## src/rtl/brew_sequencer.sv

```systemverilog
// ============================================================================
// Module  : brew_sequencer
// Brief   : Coin-credit drink sequencer IDLE->GRIND->HEAT->POUR->DONE with a
//           tick prescaler. Optional cancel/refund port under BREW_CANCEL_EN.
// Revision: 1.0 - initial release
// ============================================================================
`default_nettype none

module brew_sequencer #(
    parameter int TICK_DIV = 50000,
    parameter int PRICE0   = 3,
    parameter int PRICE1   = 4,
    parameter int PRICE2   = 6,
    parameter int GRIND_T  = 4,
    parameter int HEAT_T   = 6,
    parameter int POUR_T   = 3
) (
    input  logic       clk,
    input  logic       rst_n,
    input  logic       coin,
    input  logic [1:0] sel,
    input  logic       start,
`ifdef BREW_CANCEL_EN
    input  logic       cancel,
`endif
    output logic [2:0] phase,
    output logic       step_en,
    output logic       busy,
    output logic [3:0] credit,
    output logic [3:0] change,
    output logic       change_vld,
    output logic       err
);

    typedef enum logic [2:0] {
        S_IDLE  = 3'd0,
        S_GRIND = 3'd1,
        S_HEAT  = 3'd2,
        S_POUR  = 3'd3,
        S_DONE  = 3'd4
    } state_t;

    localparam int              PW         = $clog2(TICK_DIV);
    localparam logic [PW-1:0]   PRESC_LAST = PW'(TICK_DIV - 1);

    state_t      state, state_nx;
    logic [PW-1:0] presc;
    logic [15:0] tcnt;
    logic [15:0] dur;
    logic [1:0]  sel_q;
    logic [3:0]  price;
    logic        tick_last, phase_end;
    logic        cancel_ok, start_ok, start_bad, refund;
    logic [3:0]  credit_base, credit_nx, change_nx;
    logic        err_nx;

    assign phase     = state;
    assign tick_last = (presc == PRESC_LAST);

    always_comb begin
        dur = 16'd1;
        case (state)
            S_GRIND: dur = 16'(GRIND_T);
            S_HEAT:  dur = 16'(HEAT_T);
            S_POUR: begin
                case (sel_q)
                    2'd0:    dur = 16'(POUR_T);
                    2'd1:    dur = 16'(POUR_T * 2);
                    default: dur = 16'(POUR_T * 3);
                endcase
            end
            default: dur = 16'd1;
        endcase
    end

    assign phase_end = tick_last && (tcnt == dur - 16'd1);

    always_comb begin
        price = 4'hF;
        case (sel)
            2'd0:    price = 4'(PRICE0);
            2'd1:    price = 4'(PRICE1);
            2'd2:    price = 4'(PRICE2);
            default: price = 4'hF;
        endcase
    end

`ifdef BREW_CANCEL_EN
    assign cancel_ok = cancel && (state == S_IDLE) && (credit != 4'd0);
`else
    assign cancel_ok = 1'b0;
`endif

    // A valid cancel pre-empts start; start decisions use the pre-coin credit.
    assign start_ok  = (state == S_IDLE) && start && !cancel_ok &&
                       (sel != 2'd3) && (credit >= price);
    assign start_bad = (state == S_IDLE) && start && !cancel_ok &&
                       ((sel == 2'd3) || (credit < price));

    always_comb begin
        state_nx = state;
        case (state)
            S_IDLE:  if (start_ok)  state_nx = S_GRIND;
            S_GRIND: if (phase_end) state_nx = S_HEAT;
            S_HEAT:  if (phase_end) state_nx = S_POUR;
            S_POUR:  if (phase_end) state_nx = S_DONE;
            S_DONE:  if (phase_end) state_nx = S_IDLE;
            default: state_nx = S_IDLE;
        endcase
    end

    assign refund = ((state == S_POUR) && phase_end) || cancel_ok;

    always_comb begin
        credit_base = credit;
        change_nx   = change;
        err_nx      = start_bad;
        if (refund) begin
            change_nx   = credit;
            credit_base = 4'd0;
        end else if (start_ok) begin
            credit_base = credit - price;
        end
        credit_nx = credit_base;
        if (coin) begin
            if (credit_base == 4'hF) err_nx    = 1'b1;
            else                     credit_nx = credit_base + 4'd1;
        end
    end

    always_ff @(posedge clk or negedge rst_n) begin
        if (!rst_n) begin
            state      <= S_IDLE;
            presc      <= '0;
            tcnt       <= '0;
            sel_q      <= 2'd0;
            credit     <= 4'd0;
            change     <= 4'd0;
            change_vld <= 1'b0;
            step_en    <= 1'b0;
            busy       <= 1'b0;
            err        <= 1'b0;
        end else begin
            state      <= state_nx;
            credit     <= credit_nx;
            change     <= change_nx;
            change_vld <= refund;
            step_en    <= (state_nx != state);
            busy       <= (state_nx != S_IDLE);
            err        <= err_nx;
            if (start_ok) sel_q <= sel;
            // Prescaler and tick counter restart on every phase entry.
            if ((state_nx != state) || (state == S_IDLE)) begin
                presc <= '0;
                tcnt  <= '0;
            end else if (tick_last) begin
                presc <= '0;
                tcnt  <= tcnt + 16'd1;
            end else begin
                presc <= presc + 1'b1;
            end
        end
    end

endmodule

`default_nettype wire

```

## config.mk

```make
export PLATFORM = sky130hd
export DESIGN_NAME = brew_sequencer
export DESIGN_NICKNAME = d
export VERILOG_FILES = /design/src/rtl/brew_sequencer.sv
export SDC_FILE = /design/constraint.sdc
export NUM_CORES = 1
export LEC_CHECK = 0
export ABC_AREA = 1
export BUFFER_PORTS_ARGS = -buffer_cell sky130_fd_sc_hd__buf_2
export CELL_PAD_IN_SITES_DETAIL_PLACEMENT = 0
export CELL_PAD_IN_SITES_GLOBAL_PLACEMENT = 1
export CORE_MARGIN = 10
export CORE_UTILIZATION = 30
export CTS_CLUSTER_SIZE = 12
export DETAILED_ROUTE_END_ITERATION = 10
export PLACE_DENSITY = 0.6
export SLEW_MARGIN = 25
export SYNTH_ARGS = -nofsm -noshare
export SYNTH_HDL_FRONTEND = slang
export SYNTH_SLANG_ARGS = --single-unit
export TNS_END_PERCENT = 30
```

## constraint.sdc

```tcl
create_clock -name clk -period 2.7 [get_ports clk]
set_clock_uncertainty 0.15 [all_clocks]
set_input_delay 0.54 -clock clk [delete_from_list [all_inputs] [get_ports clk]]
set_output_delay 0.54 -clock clk [all_outputs]
set_load 0.005 [all_outputs]
```

### After elaboration in Yosys (flattened, before gate mapping)

Index checks and enable logic that the tools add are counted.
Widths: inputs -> output; s select.

| storage, ports and cells | value |
|---|---|
| register bits | 49 |
| bits in latches | 0 |
| bits in writable memories | 0 |
| bits in read-only memories | 0 |
| input port bits | 6 |
| word-level logic and storage cells | 62 |
| memories | 0 |

| operators by class | value |
|---|---|
| $add $sub $neg | 5 |
| $mul | 0 |
| divide/modulo/power cells | 0 |
| magnitude comparators | 2 |
| equality and inequality tests | 13 |
| shifts and indexed selects | 0 |
| multiplexer cells | 19 |
| bitwise operators | 0 |
| reduce and logical (&&, ||, !) cells | 13 |

Operators with widths:

| cell | count |
|---|---|
| $mux 16 | 4 |
| $pmux 16 s3 | 1 |
| $add 16x1->16 const B | 2 |
| $eq 16x16->1 | 1 |
| $eq 16x16->1 const B | 1 |
| $mux 4 | 4 |
| $sub 16x1->16 const B | 1 |
| $mux 3 | 5 |
| $pmux 3 s5 | 1 |
| $pmux 4 s3 | 1 |
| $pmux 4 s2 | 1 |
| $eq 3x2->1 const B | 2 |
| $logic_and 1x1->1 | 6 |
| $add 4x1->4 const B | 1 |
| $eq 2x1->1 const B | 2 |
| $eq 2x2->1 const B | 2 |
| $eq 4x4->1 const B | 1 |
| $ge 4x4->1 | 1 |
| $logic_not 2->1 | 2 |
| $lt 4x4->1 | 1 |
| $sub 4x4->4 | 1 |
| $eq 3x1->1 const B | 1 |
| $eq 3x3->1 const B | 1 |
| $logic_not 3->1 | 1 |
| 6 further kinds | 8 |

### Logic depth before layout (Yosys ltp)

Gate-level depths: netlist of run 1.

| depth | value |
|---|---|
| word-level depth | 11 |
| gate-level depth with buffers | 22 |

### Least setup slack after synthesis of run 1

OpenSTA, ideal clock, no wires.

| path | value |
|---|---|
| kind | input -> register |
| start | input port sel[1] |
| end | register credit[2] |
| setup time | 0.112 ns |
| arrival | 2.928 ns |
| required time | 2.438 ns |
| setup slack | -0.491 ns |
| stages | 17 |
| buffers on the path | 1 |
| path through | inv_1 > ha_1 > inv_1 > ha_1 > fa_1 > o21a_1 > nand2_1 > nand3_1 > clkbuf_1 > o21ai_0 > nand2_1 > inv_1 > ha_1 > nand2_1 > nor3_1 > a21o_1 > inv_1 |

| between the ends | value |
|---|---|
| longest elaborated chain between the ends | 9 |

RTL lines:

| item | line | source |
|---|---|---|
| start: declaration | 21 | `input logic [1:0] sel,` |
| $eq 2x2->1 (tied with other cells) | 80 | `case (sel)` |
| $pmux 4 s3 | 80 |  |
| $ge 4x4->1 | 96 | `(sel != 2'd3) && (credit >= price);` |
| $logic_and 1x1->1 | 96 |  |
| $mux 4 (*) | 121 | `end else if (start_ok) begin` |
| $mux 4 (*) | 118 | `if (refund) begin` |
| $add 4x1->4 or $eq 4x4->1 (tied branches) | 127, 126 |  |
| $mux 4 | 126 | `if (credit_base == 4'hF) err_nx = 1'b1;` |
| $mux 4 (*) | 125 | `if (coin) begin` |
| via credit_nx[2] | 54 | `logic [3:0] credit_base, credit_nx, change_nx;` |
| end signal: assignment | 145 | `credit <= credit_nx;` |
| end: declaration | 29 | `output logic [3:0] credit,` |

The timed path passes the listed nets; every way through them passes the cells marked *.
A chain may end at the register's enable or synchronous reset.

### Final worst setup path of run 1

| path | value |
|---|---|
| start | input port sel[0] |
| end | register credit[0] |

Same word-level chain as after synthesis.

==> results.cfg, run 1 <==
[synthesis]
yosys.area_share.adder_pct = 5.31
synth.top_cells.by_area = dfrtp_1 (38%), nand2_1 (10%), inv_1 (7.1%)
synth_cell_type_count = 39
synth-edff-count = 0
netlist_top_cells_count = nand2_1 (89), inv_1 (61), nor2_1 (50)
synth-simple-area-share_pct = 33.2
syn_inst = 423
yosys.area.top_type = dfrtp_1
avgSynthCellArea_sq_um = 7.58
yosysSeqAreaShare_pct = 38.2
syn_area_sq_um = 3210
syn_nets = 442
ys.flop_type = dfrtp_1
ys_warn_count = 0
async_flop_share_pct = 100
synth_top_family_by_area = simple AND/OR/NAND/NOR gates
synthMostInstantiatedCell = nand2_1
synth_compound_area_share_pct = 6.87
synthXorXnorAreaFrac_pct = 7.10
yosys_register_bits = 49
synth_mux_area_share_pct = 0
yosysTopAreaCellShare_pct = 38.2

[critical_path]
crit_path_max_incr_delay_ns = 0.36
crit_path_top_delay_cell = fa_2
crit_path_end_kind = flip-flop
crit_top_cell = ha_4
rr_worst_depth = 21
arrival_ns = 2.84
path_cells = buf_2 -> inv_12 -> ha_4 -> inv_2 -> ha_4 -> fa_2 -> o21a_1 -> nand2_1 -> nand3_2 -> o21ai_2 -> nand2_2 -> inv_2 -> ha_4 -> nand4_1 -> nand2_2 -> xor2_1
required_ns = 2.80
critPathLaunchType = primary input
cp_max_fo = 9
critPathKind = in -> reg

[placement]
gp_congestion = 0.811
placed_area_sq_um = 3860
numPlacedInstances = 613
io_buffers = 20
dp_hpwl_microns = 6350

[final_layout]
final-seq-area_sq_um = 1230
drive_gt1_share_pct = 32.3
layout-area-overhead-vs-synth_pct = 33.6
final_area_sq_um = 4280
instances_no_fill = 634
final_core_util_pct = 41.3
fill_cells = 1125
num_antenna_cells = 0
nNetsFinal = 516
multi_input_area_sq_um = 1940

[clock_network]
numCtsBuffers = 5
clk_latency_ns = 0.32
cts_num_sinks = 49
cts.clk_slew.worst_paths_ns = 0.10
h-tree-depth = 2
cts_tree = done
holdBufCountCts = 0
cts-root-buf = clkbuf_8
clock_path_buffers = 2

[sta]
tns_ns = -0.267
finalHoldViolCount = 0
whs_ns = 0.0855
finalCritPeriodShare_pct = 101
tightestPinTransition_ns = 0.643
finalCriticalPeriod_ns = 2.74
fin_ws_ns = -0.0371
fmax_mhz = 365
maxSlewViolCount = 0
setup_viol = 18
slew_headroom_pct = 57.2
grt_setup_unrepaired = true

[floorplan]
start_util_pct = 30.9
core_sq_um = 10400
die_area_sq_um = 15200
std_cell_rows = 37
die_h_microns = 123
io_pins = 21
die_width_microns = 123

[grt]
grt_pass1_wl_microns = 14300
grt_usage_pct = 11.7
antenna_found_initial = 0
grt_max_degree = 30
overflow = 0
grt_pass1_vias = 2878

[drt]
first_iter_violations = 94
postRouteAntennaNets = 0
drt-total-wl_microns = 8260
drt_first_pass_iters = 4
viasPerCell = 4.61
drcViolationCount = 0
vias = 2925
avgRoutedWirePerCell_microns = 13.0

[hold_path]
hp-class = in -> async

[power]
p_per_area_nw_per_um2 = 708
peakVddDrop_mv = 0.417
leakage_nw = 1.99

[status]
violations = setup timing
status = finished, violations left

[run]
cap_violations = 0
## power by group
| part | internal [W] | leakage, nW | total, W | switching, W |
|---|---|---|---|---|
| Clock | 0.000188 | 0.0447 | 0.000474 | 0.000286 |
| Combinational | 0.000768 | 1.29 | 0.00166 | 0.000896 |
| Sequential | 0.000820 | 0.662 | 0.000896 | 0.0000759 |
| Total | 0.00178 | 1.99 | 0.00303 | 0.00126 |
## cell families (layout without fill, tap and decap cells)
logic type                 after synthesis  in the layout
and+or+nand+nor                        224            224
DFF                                     49             49
adders and majority gates               13             13
xor gates and xnor gates                26             26
buffers and inverters                   73            148
other                                    1              1
AOI/OAI and AO/OA                       37             37
## per-layer routing
| metal | part of all wire, % | global-route usage, % | routed length (microns) |
|---|---|---|---|
| met4 | 1.1 | 3.06 | 87 |
| met1 | 47 | 15.2 | 3920 |
| met2 | 49 | 19.3 | 4020 |
| met5 | 0 | 0 | 0 |
| met3 | 2.8 | 2.32 | 233 |
## stage by stage
step / power [W] / setup WS, ns
floorplan: 0.00175 / -0.194
global placement: 0.00229 / -0.359
detailed placement: 0.00229 / -0.434
CTS: 0.00302 / -0.132
global route: 0.00328 / -0.257
finish: 0.00303 / -0.0371
## flip-flops by register name (all words and copies together) (netlist names)
name,count
presc,16
tcnt,16
change,4
credit,4
phase,3
sel_q,2
busy,1
change_vld,1
err,1
step_en,1
## worst paths after layout
path | end | slack (ns) | from
max in group asynchronous | phase[2] | 1.68 | rst_n
setup / recovery | credit[0] | -0.04 | sel[0]
hold reg to reg | change[1] | 0.35 | change[1]
setup reg to reg | credit[0] | -0.03 | phase[1]
hold / removal | presc[12] | 0.09 | rst_n
min in group clk | change[1] | 0.35 | change[1]
## worst max-delay path: cells and delay by family
family / cells / cell delay, ns
adders and majority gates: 4 / 0.89
and+or+nand+nor: 5 / 0.53
AOI/OAI and AO/OA: 2 / 0.39
buffers and inverters: 4 / 0.31
xor gates and xnor gates: 1 / 0.15
## final cells by class
class	count	area share (%)
Clock buffer	5	1.61
Clock inverter	3	0.584
Inverter	62	6.02
Multi-Input combinational cell	301	45.4
Sequential cell	49	28.7
Tap cell	136	3.97
Timing Repair Buffer	78	13.7
## placed cells by master (no fill, tap or decap), types with 7 or more instances in the layout
master    n
nand2_2   7
ha_1      7
dfrtp_1  46
a21oi_1   8
nand3_1  22
buf_2    20
buf_4    53
inv_1    52
nor2_2   14
nand2_1  82
xor2_1   19
nand4_1  22
nor2_1   37
nor3_2    8
o21ai_0  16
## timing repair
| action | CTS | global route |
|---|---|---|
| pin swaps | 15 | 6 |
| cloned | 1 | 0 |
| setup buffers | 10 | 3 |
| resized for setup | 40 | 16 |
| endpoints found under the setup margin | 38 | 45 |
No activity file was read; power rests on OpenSTA's default activity.
==> inputs of run 2 (changes only) <==
Settings changed: CORE_MARGIN 10 to default.
==> results.cfg, run 2 (same netlist as run 1, synthesis figures left out) <==
[status]
status = finished, violations left
violations = setup timing

[critical_path]
crit_path_end_kind = flip-flop
crit_path_top_delay_cell = fa_2
cpLargestDelayFamily = adder cells
crit_path_max_incr_delay_ns = 0.35
cp_max_fo = 5
critPathLaunchType = primary input
path_cells = clkbuf_4 -> inv_12 -> ha_4 -> inv_2 -> ha_4 -> fa_2 -> o21a_1 -> nand2_2 -> nand3_4 -> nand2_1 -> o21ai_4 -> nand2_2 -> inv_2 -> ha_4 -> nand4_1 -> nand2_2 -> xor2_1
r2r-end = presc[0]
cp_num_buf_inv = 4
required_ns = 2.75
critPathKind = in -> reg
arrival_ns = 2.77
rr_worst_depth = 19
reg2reg_slack_ns = 0
r2r-start = phase[0]

[floorplan]
die_area_sq_um = 11100
die_width_microns = 105
io_pins = 21
start_util_pct = 31.1
std_cell_rows = 37
core_sq_um = 10300
die_h_microns = 105

[sta]
slew_headroom_pct = 62.4
fin_ws_ns = -0.0188
maxSlewViolCount = 0
finalCriticalPeriod_ns = 2.72
fmax_mhz = 368
finalCritPeriodShare_pct = 101
whs_ns = 0.0350
tns_ns = -0.0361
grt_setup_unrepaired = true
setup_viol = 3
tightestPinTransition_ns = 0.559
finalHoldViolCount = 0

[placement]
io_buffers = 20
dp_hpwl_microns = 6070
place_ws_ns = -0.403
gp_congestion = 0.852

[drt]
postRouteAntennaNets = 0
drcViolationCount = 0
avgRoutedWirePerCell_microns = 12.7
viasPerCell = 4.59
drt_first_pass_iters = 4
met1_length_microns = 3720
highest_layer = met4
first_iter_violations = 172
route.met2.wl_microns = 4060
wl_met3_microns = 172
vias = 2927
drt-total-wl_microns = 8100

[clock_network]
cts.clk_slew.worst_paths_ns = 0.10
cts-root-buf = clkbuf_8
cts_tree = done
clk_latency_ns = 0.31
h-tree-depth = 2
cts_num_sinks = 49
holdBufCountCts = 0
numCtsBuffers = 5
clock_path_buffers = 2

[power]
p_switching_w = 0.00128
switching_share_pct = 40.2
internal_power_w = 0.00190
clkPwrFrac_pct = 17.6
leakage_nw = 2.04
power_frac_comb_pct = 54.4
peakVddDrop_mv = 0.482
p_per_area_nw_per_um2 = 731
seqPwrFrac_pct = 28.0

[run]
cap_violations = 0

[final_layout]
num_antenna_cells = 0
final_cell_mix = nand2_1 (81), buf_4 (55), inv_1 (53)
layout-area-overhead-vs-synth_pct = 35.8
nNetsFinal = 519
drive_gt1_share_pct = 32.5
fill_cells = 1052
final_common_cell = nand2_1
reg.largest.list = presc x16, tcnt x16

[grt]
antenna_found_initial = 0
grt_pass1_vias = 2963
grt_pass1_wl_microns = 13800
grt_usage_pct = 15.7
grt_max_degree = 31
overflow = 0

[hold_path]
hp-class = in -> async
==> run 2: what timing repair did <==
action                                  4_1_cts  5_1_grt
buffers inserted                             12        2
endpoints found under the setup margin       38       43
resized for setup                            33       24
gates cloned                                  1        1
pin swaps                                    22       11
==> run 2: layout make-up <==
cell class	instances	area, sq um	area share [%]
Multi-Input combinational cell	302	1990	45.6
Sequential cell	49	1230	28.2
Timing Repair Buffer	80	597	13.7
Inverter	62	254	5.83
Tap cell	136	170	3.91
Clock buffer	5	68.8	1.58
Clock inverter	3	47.5	1.09
==> run 2: worst reg2reg max path, delay by kind of cell, from the launching register on <==
| family | cells | cell delay [ns] |
|---|---|---|
| AOI/OAI and AO/OA | 1 | 0.18 |
| xor gates and xnor gates | 1 | 0.13 |
| adders and majority gates | 1 | 0.23 |
| buffers and inverters | 5 | 0.64 |
| DFF | 1 | 0.43 |
| and+or+nand+nor | 11 | 0.87 |
==> run 2: through the flow <==
step / instance area, sq um / cells / power, W / util, %
finish: 4350 / 637 / 0.00318 / 42.2
CTS: 4220 / 634 / 0.00309 / 40.9
global route: 4350 / 637 / 0.00341 / 42.2
detailed placement: 3860 / 614 / 0.00228 / 37.4
floorplan: 3310 / 423 / 0.00175 / -
global placement: 3860 / 614 / 0.00228 / 37.4
==> run 2: power by group through the flow <==
| stage | combinational [W] | clock, W | sequential (W) |
|---|---|---|---|
| after floorplan | 0.000849 | 0 | 0.000897 |
| after global placement | 0.00137 | 0 | 0.000906 |
| after detailed placement | 0.00138 | 0 | 0.000905 |
| after CTS | 0.00161 | 0.000594 | 0.000894 |
| after global routing | 0.00189 | 0.000615 | 0.000906 |
| final | 0.00173 | 0.000561 | 0.000891 |
==> run 2: routing by layer <==
layer / global-route usage (%) / up-vias
met5: 0 / -
li1: - / 1513
met3: 2.04 / 8
met4: 4.83 / 0
met2: 27.1 / 38
met1: 20.3 / 1368
==> run 2: how the worst max path moves through the flow <==
stage | start | to | slack (ns) | cells after the start
after floorplan | sel[0] | credit[1] | -0.19 | 17
after global placement | sel[0] | credit[1] | -0.35 | 17
after detailed placement | sel[0] | credit[1] | -0.40 | 17
after CTS | phase[1] | presc[4] | -0.09 | 18
after global routing | phase[1] | presc[0] | -0.17 | 18
final | sel[0] | credit[0] | -0.02 | 17
